$ cat src/rtl/param_counter_pkg.sv
// Shared constants and helpers for the prescaled up/down counter.
package param_counter_pkg;

  localparam int unsigned DEF_WIDTH = 8;
  localparam longint unsigned DEF_MODULUS = 64'd1 << DEF_WIDTH;
  localparam int unsigned DEF_PRESCALE = 50_000_000;

  function automatic int unsigned presc_width(input int unsigned p);
    return (p < 2) ? 1 : $clog2(p);
  endfunction

endpackage

$ cat src/rtl/param_counter_if.sv
// Control and status bundle between a counter user and param_counter.
interface param_counter_if
  import param_counter_pkg::*;
#(
  parameter int unsigned WIDTH = DEF_WIDTH
) ();

  logic             enable;
  logic             up;
  logic             saturate;
  logic             load;
  logic [WIDTH-1:0] load_value;
  logic [WIDTH-1:0] count;
  logic             step;
  logic             wrap;
  logic             at_max;
  logic             at_min;

  modport master (
    output enable, up, saturate, load, load_value,
    input  count, step, wrap, at_max, at_min
  );

  modport slave (
    input  enable, up, saturate, load, load_value,
    output count, step, wrap, at_max, at_min
  );

endinterface

$ cat src/rtl/param_counter_tick_gen.sv
// Prescaler: one-cycle tick every PRESCALE enabled cycles.
module tick_gen
  import param_counter_pkg::*;
#(
  parameter int unsigned PRESCALE = DEF_PRESCALE
) (
  input  logic CLOCK_50,
  input  logic reset,
  input  logic enable,
  input  logic clear,
  output logic tick
);

  localparam int unsigned PW = presc_width(PRESCALE);
  localparam logic [PW-1:0] LAST = PW'(PRESCALE - 1);

  logic [PW-1:0] cnt_q;
  logic [PW-1:0] cnt_d;

  assign tick = enable && (cnt_q == LAST);

  always_comb begin
    cnt_d = cnt_q;
    if (clear) begin
      cnt_d = '0;
    end else if (enable) begin
      cnt_d = tick ? '0 : cnt_q + PW'(1);
    end
  end

  always_ff @(posedge CLOCK_50) begin
    if (reset) begin
      cnt_q <= '0;
    end else begin
      cnt_q <= cnt_d;
    end
  end

endmodule

$ cat src/rtl/param_counter.sv
// Modulo up/down counter stepped by a prescaler, with load, wrap and saturation.
module param_counter
  import param_counter_pkg::*;
#(
  parameter int unsigned     WIDTH    = DEF_WIDTH,
  parameter longint unsigned MODULUS  = 64'd1 << WIDTH,
  parameter int unsigned     PRESCALE = DEF_PRESCALE
) (
  input logic            CLOCK_50,
  input logic            reset,
  param_counter_if.slave bus
);

  localparam logic [WIDTH-1:0] MAXV = WIDTH'(MODULUS - 64'd1);

  logic [WIDTH-1:0] count_q, count_d;
  logic             step_q, step_d;
  logic             wrap_q, wrap_d;
  logic             tick;
  logic             at_max;
  logic             at_min;

  tick_gen #(
    .PRESCALE (PRESCALE)
  ) u_tick (
    .CLOCK_50 (CLOCK_50),
    .reset    (reset),
    .enable   (bus.enable),
    .clear    (bus.load),
    .tick     (tick)
  );

  assign at_max = (count_q == MAXV);
  assign at_min = (count_q == '0);

  always_comb begin
    count_d = count_q;
    step_d  = 1'b0;
    wrap_d  = 1'b0;
    if (bus.load) begin
      count_d = (64'(bus.load_value) >= MODULUS) ? MAXV : bus.load_value;
    end else if (tick) begin
      step_d = 1'b1;
      if (bus.up) begin
        if (!at_max) begin
          count_d = count_q + WIDTH'(1);
        end else if (!bus.saturate) begin
          count_d = '0;
          wrap_d  = 1'b1;
        end
      end else begin
        if (!at_min) begin
          count_d = count_q - WIDTH'(1);
        end else if (!bus.saturate) begin
          count_d = MAXV;
          wrap_d  = 1'b1;
        end
      end
    end
  end

  always_ff @(posedge CLOCK_50) begin
    if (reset) begin
      count_q <= '0;
      step_q  <= 1'b0;
      wrap_q  <= 1'b0;
    end else begin
      count_q <= count_d;
      step_q  <= step_d;
      wrap_q  <= wrap_d;
    end
  end

  assign bus.count  = count_q;
  assign bus.step   = step_q;
  assign bus.wrap   = wrap_q;
  assign bus.at_max = at_max;
  assign bus.at_min = at_min;

endmodule
$ cat src/flat_wrapper.sv
// flat-port wrapper written by rule: the top's interface ports become plain ports
module param_counter_flat import param_counter_pkg::*;
#(
  parameter int unsigned     WIDTH    = DEF_WIDTH,
  parameter longint unsigned MODULUS  = 64'd1 << WIDTH,
  parameter int unsigned     PRESCALE = DEF_PRESCALE
)
  (CLOCK_50, reset, bus_enable, bus_up, bus_saturate, bus_load, bus_load_value, bus_count, bus_step, bus_wrap, bus_at_max, bus_at_min);
  param_counter_if #(.WIDTH(WIDTH)) bus_i ();
  input logic CLOCK_50;
  input logic reset;
  input wire logic [$bits(bus_i.enable)-1:0] bus_enable;
  input wire logic [$bits(bus_i.up)-1:0] bus_up;
  input wire logic [$bits(bus_i.saturate)-1:0] bus_saturate;
  input wire logic [$bits(bus_i.load)-1:0] bus_load;
  input wire logic [$bits(bus_i.load_value)-1:0] bus_load_value;
  output wire logic [$bits(bus_i.count)-1:0] bus_count;
  output wire logic [$bits(bus_i.step)-1:0] bus_step;
  output wire logic [$bits(bus_i.wrap)-1:0] bus_wrap;
  output wire logic [$bits(bus_i.at_max)-1:0] bus_at_max;
  output wire logic [$bits(bus_i.at_min)-1:0] bus_at_min;
  assign bus_i.enable = bus_enable;
  assign bus_i.up = bus_up;
  assign bus_i.saturate = bus_saturate;
  assign bus_i.load = bus_load;
  assign bus_i.load_value = bus_load_value;
  assign bus_count = bus_i.count;
  assign bus_step = bus_i.step;
  assign bus_wrap = bus_i.wrap;
  assign bus_at_max = bus_i.at_max;
  assign bus_at_min = bus_i.at_min;
  param_counter #(.WIDTH(WIDTH), .MODULUS(MODULUS), .PRESCALE(PRESCALE)) u_core (.CLOCK_50(CLOCK_50), .reset(reset), .bus(bus_i));
endmodule
$ cat config.mk
export PLATFORM = sky130hd
export DESIGN_NAME = param_counter_flat
export DESIGN_NICKNAME = d
export VERILOG_FILES = /design/src/rtl/param_counter_pkg.sv /design/src/rtl/param_counter_if.sv /design/src/rtl/param_counter_tick_gen.sv /design/src/rtl/param_counter.sv /design/src/flat_wrapper.sv
export SDC_FILE = /design/constraint.sdc
export NUM_CORES = 1
export LEC_CHECK = 0
export BUFFER_PORTS_ARGS = -buffer_cell sky130_fd_sc_hd__buf_2
export CAP_MARGIN = 20
export CORE_MARGIN = 2
export CORE_UTILIZATION = 30
export DETAILED_ROUTE_END_ITERATION = 6
export PLACE_DENSITY = 0.51
export SETUP_SLACK_MARGIN = 0.02
export SLEW_MARGIN = 25
export SYNTH_ARGS = -nofsm -noshare
export SYNTH_HDL_FRONTEND = slang
export SYNTH_HIERARCHICAL = 1
export SYNTH_SLANG_ARGS = --single-unit
$ cat constraint.sdc
create_clock -name CLOCK_50 -period 2.34 [get_ports CLOCK_50]
set_input_delay 0.351 -clock CLOCK_50 [delete_from_list [all_inputs] [get_ports CLOCK_50]]
set_output_delay 0.351 -clock CLOCK_50 [all_outputs]
set_load 0.05 [all_outputs]
After elaboration in Yosys (flattened, before gate mapping):

Index checks and enable logic that the tools add are counted.

* $add $sub $neg: 3
* multiply operators: 0
* div/mod/pow operators: 0
* order comparisons: 0
* equality and inequality tests: 4
* shift-type cells: 0
* multiplexer cells: 13
* bitwise gates (word level): 1
* reductions and logical operators: 6

Operators by type and width (count)
* $mux W8: 7
* $add A26 B1 Y26 const B: 1
* $eq A26 B26 Y1 const B: 1
* $mux W26: 1
* $add A8 B1 Y8 const B: 1
* $eq A8 B8 Y1 const B: 1
* $logic_not A8 Y1: 1
* $ne A4 B4 Y1 const B: 2
* $sub A8 B1 Y8 const B: 1
* $mux W1: 5
* $reduce_and A3 Y1: 1
* $reduce_or A3 Y1: 1
* $reduce_bool A2 Y1: 1
* $reduce_or A2 Y1: 1
* $logic_and A1 B1 Y1: 1
* $not A1 Y1: 1

* register bits: 36
* latch bits: 0
* RAM bits: 0
* bits in read-only memories: 0
* input port bits: 14
* output and inout port bits: 12
* word-level logic and storage cells: 31
* memories kept: 0

Longest topological paths before layout:

* depth in word-level cells: 5
* gate-level depth with buffers: 9

By module:

The synthesis kept the hierarchy.

Modules (own cells, without submodules)
* tick_gen: instances 1, cells each 156, area each 1343.8 um^2, sequential area each 520.5 um^2
* param_counter: instances 1, cells each 110, area each 877.1 um^2, sequential area each 200.2 um^2

Worst setup path after synthesis:

Ideal clock, no wire load.

* path kind: reg-to-reg
* from: reg u_core.count_q[3], in the netlist u_core/bus.count[3]
* to: reg u_core.count_q[3], in the netlist u_core/bus.count[3]
* setup time: 0.124 ns
* data arrival time: 2.781 ns
* required time: 2.216 ns
* setup slack: -0.565 ns
* cell stages (with the launch flop): 7
* buffers on the path: 1
* clock period less this slack: 2.905 ns
* cell sequence: dfxtp_1 > clkbuf_1 > nand3_1 > nor3_1 > nor3b_1 > nor4b_1 > o21ai_1

* longest elaborated chain between the ends: 5
* elaborated cells on any way between the ends: 12
* classes of those cells: add/sub (2); eq/ne (3); mux (5); reduce/logical (2)

RTL lines
* start, declared: line param_counter.sv:16 `logic [WIDTH-1:0] count_q, count_d;`
* start signal, assigned: line param_counter.sv:68 `count_q <= count_d;`
* $eq A8 B8 Y1 (*): line param_counter.sv:33 `assign at_max = (count_q == MAXV);`
* net bus_at_max: line flat_wrapper.sv:20 `output wire logic [$bits(bus_i.at_max)-1:0] bus_at_max;`
* $mux W8: line param_counter.sv:45 `if (!at_max) begin`
* $mux W8: line param_counter.sv:44 `if (bus.up) begin`
* $mux W8: line param_counter.sv:42 `end else if (tick) begin`
* $mux W8: line param_counter.sv:40 `if (bus.load) begin`

The timed path passes the listed nets; every way through them passes the cells marked *. The select of a mux whose other input is x is not followed.
A chain may end at the register's enable or synchronous reset.

Worst setup path in the final report:

* from: reg u_core.count_q[0], in the netlist u_core/bus.count[0]
* to: out bus_at_min

* longest elaborated chain between the ends: 1

RTL lines
* $logic_not A8 Y1: line param_counter.sv:34 `assign at_min = (count_q == '0);`
* end, declared: line flat_wrapper.sv:21 `output wire logic [$bits(bus_i.at_min)-1:0] bus_at_min;`

Every way passes these cells.

==> results.sh <==
export IMPL_synth_mux_area_share_pct=1.577
export IMPL_fin_crit_sh_pct=93.97
export IMPL_cts_buffer_depth=2
export IMPL_dieArea_mm2=0.008107
export IMPL_required_ps=1990
export IMPL_core_mm2=0.007214
export IMPL_hold_class="in2reg"
export IMPL_root_buffer="clkbuf_8"
export IMPL_finalCriticalPeriod_ps=2199
export IMPL_critPathKind="reg2out"
export IMPL_synthTopCellsByArea="dfxtp_1, nor2_1, a21oi_1"
export IMPL_final_common_cell="dfxtp_1"
export IMPL_holdWs_ps=269.0
export IMPL_drv_cap=0
export IMPL_powerDensity_mw_per_mm2=495.6
export IMPL_final_core_util_pct=36.52
export IMPL_clk_latency_ps=290
export IMPL_syn_avg_cell_area_um2=8.349
export IMPL_cts_sinks=36
export IMPL_rows=31
export IMPL_finalSetupTns_ps=0
export IMPL_track_usage_pct=14.22
export IMPL_post_synth_fa_ha_maj_area_fraction_pct=2.254
export IMPL_ioPinCount=26
export IMPL_antenna_left=0
export IMPL_dr_pass1_iters=4
export IMPL_maxSlewHeadroom_pct=67.07
export IMPL_setup_viol=0
export IMPL_yosysUniqueCellTypes=61
export IMPL_fin_area_mm2=0.002635
export IMPL_drc=0
export IMPL_synth_compound_area_share_pct=19.66
export IMPL_netlist_area_leader_share_pct=32.45
export IMPL_numCtsBuffers=5
export IMPL_grt_max_degree=14
export IMPL_nets=318
export IMPL_grt_pass1_vias=1978
export IMPL_synth_simple_gate_area_share_pct=33.69
export IMPL_syn_nets=284
export IMPL_ys_flop_type="dfxtp_1"
export IMPL_maxSlewViolCount=0
export IMPL_hpwl_um=4121
export IMPL_start_kind="flip-flop"
export IMPL_rsz0062_at_grt="no"
export IMPL_clk_pin_slew_ps=80
export IMPL_cp_arrival_ps=1850
export IMPL_final_cell_mix="dfxtp_1, nor2_1, buf_2, nand2_1, buf_4"
export IMPL_synth_area_leader_cell="dfxtp_1"
export IMPL_gp_congestion=0.7937
export IMPL_synthCells=266
export IMPL_wl_per_cell_um=13.88
export IMPL_viasPerCell=5.150
export IMPL_max_freq_ghz=0.4548
export IMPL_drt_iter0_drc=123
export IMPL_die_w_um=90.04
export IMPL_cts_tree="built"
export IMPL_power_leakage_nw=0.9347
export IMPL_vias=2060
export IMPL_status="finished clean"
export IMPL_synth_seq_area_share_pct=32.45
export IMPL_drt_total_wl_um=5552
export IMPL_cts_htree_levels=2
export IMPL_cts_setup_buffers=0
export IMPL_synth_xor_area_share_pct=5.127
export IMPL_initial_core_util_pct=30.78
export IMPL_synth_top_family_by_area="simple AND/OR/NAND/NOR gates"
export IMPL_drive_above_1_share_pct=24.25
export IMPL_crit_fanout=5
export IMPL_yosys_warnings=6
export IMPL_synthToLayoutAreaGrowth_pct=18.65
export IMPL_tightest_slew_ps=490.2
export IMPL_antenna_found_initial=0
export IMPL_async_reset_ff_share_pct=0
export IMPL_synth_area_mm2=0.002221
export IMPL_synth_edf_count=0
export IMPL_diodes=0
export IMPL_ys_ff_latch=36
export IMPL_grt_pass1_wl_um=9501
export IMPL_placed_cell_area_mm2=0.002526
export IMPL_io_buffer_count=25
export IMPL_dieHeight_um=90.04
export IMPL_hold_viol=0
export IMPL_overflow=0
export IMPL_hold_buffers=0
export IMPL_fin_skew_ps=8.462
export IMPL_crit_path_end_kind="primary output"
export IMPL_irDropWorstVdd_mv=0.1771
-- worst max-delay path: stages, from the launching register on --
cell and delay, ps:
dfxtp_1 340, inv_1 110, ha_1 180, or4b_4 520
nand2b_4 180, clkinvlp_4 80, buf_6 140
-- area by class of cell --
| class | count | area (um2) |
|---|---|---|
| clock buffers | 6 | 82.58 |
| inverters | 6 | 26.28 |
| repair buffers | 43 | 266.5 |
| fillers | 796 | 4579 |
| clock inverters | 2 | 10.01 |
| flip-flops and latches | 36 | 720.7 |
| multi-input cells | 208 | 1405 |
| well taps | 99 | 123.9 |
-- kinds of logic (layout without fill, tap and decap cells) --
logic type | count (synthesis) | in the layout
simple gates | 126 | 126
compound gates | 62 | 62
flops | 36 | 36
buf+inv | 22 | 57
xor+xnor | 13 | 13
fa+ha+maj | 4 | 4
mux | 3 | 3
-- registers in the layout (all words and copies together), names as in the netlist --
signal and flops:
u_core/bus.count 8, u_core/bus.step 1, u_core/bus.wrap 1, u_core/u_tick/cnt_q 26
-- cells in the mapped netlist (2+ instances only) --
cell type and n:
nand3_1 13, o41ai_1 2, and4_1 4, or2_2 2
or2_1 2, inv_1 6, xor2_1 9, nor4b_1 5
buf_2 9, clkbuf_1 3, or4b_4 2, a32o_1 3
mux2i_1 2, a31o_1 2, or4_1 5, nor4_1 2
o31ai_1 5, o22ai_1 2, nor2_1 25, and2_1 3
or3_1 8, nor3_1 4, a21oi_1 17, o21ai_0 11
o21ai_1 4, nand3b_1 6, a21oi_2 2, xnor2_1 4
dfxtp_1 36, nand2_1 21, ha_1 4, nand4_1 12
buf_6 3
-- worst paths after layout --
path	cells past startpoint	start	endpoint	slack [ps]
max	6	u_core/bus.count[0]$_SDFFE_PP0P_	bus_at_min	140
min	3	bus_load_value[3]	u_core/bus.count[3]$_SDFFE_PP0P_	270
max reg2reg	8	u_core/bus.count[0]$_SDFFE_PP0P_	u_core/bus.count[5]$_SDFFE_PP0P_	160
min reg2reg	2	u_core/u_tick/cnt_q[15]$_SDFFE_PP0P_	u_core/u_tick/cnt_q[15]$_SDFFE_PP0P_	520
-- where the power goes --
part	internal [mW]	switching (mW)
sequential	0.622	0.00771
combinational	0.0796	0.132
clock	0.235	0.230
total	0.937	0.369
-- stage by stage --
step	total power [mW]	cells	worst slack, ps
after floorplan	0.7878	266	20.20
after global placement	0.8505	392	159.0
after detailed placement	0.8491	392	171.7
after CTS	1.328	400	30.85
after global routing	1.375	400	30.27
final	1.306	400	141.1
-- layer usage --
| metal | part of all wire [%] | global-route usage [%] | up-vias |
|---|---|---|---|
| li1 | - | - | 1061 |
| met1 | 49 | 18.42 | 957 |
| met2 | 47 | 23.06 | 38 |
| met3 | 3.5 | 3.437 | 4 |
| met4 | 0.97 | 5.000 | 0 |
| met5 | 0 | 0 | - |
-- repair_timing --
action	4_1_cts	5_1_grt
hold endpoints to repair	0	0
resized for setup	1	3
setup endpoints to repair	1	2
Power figures use the tool's default switching activity.
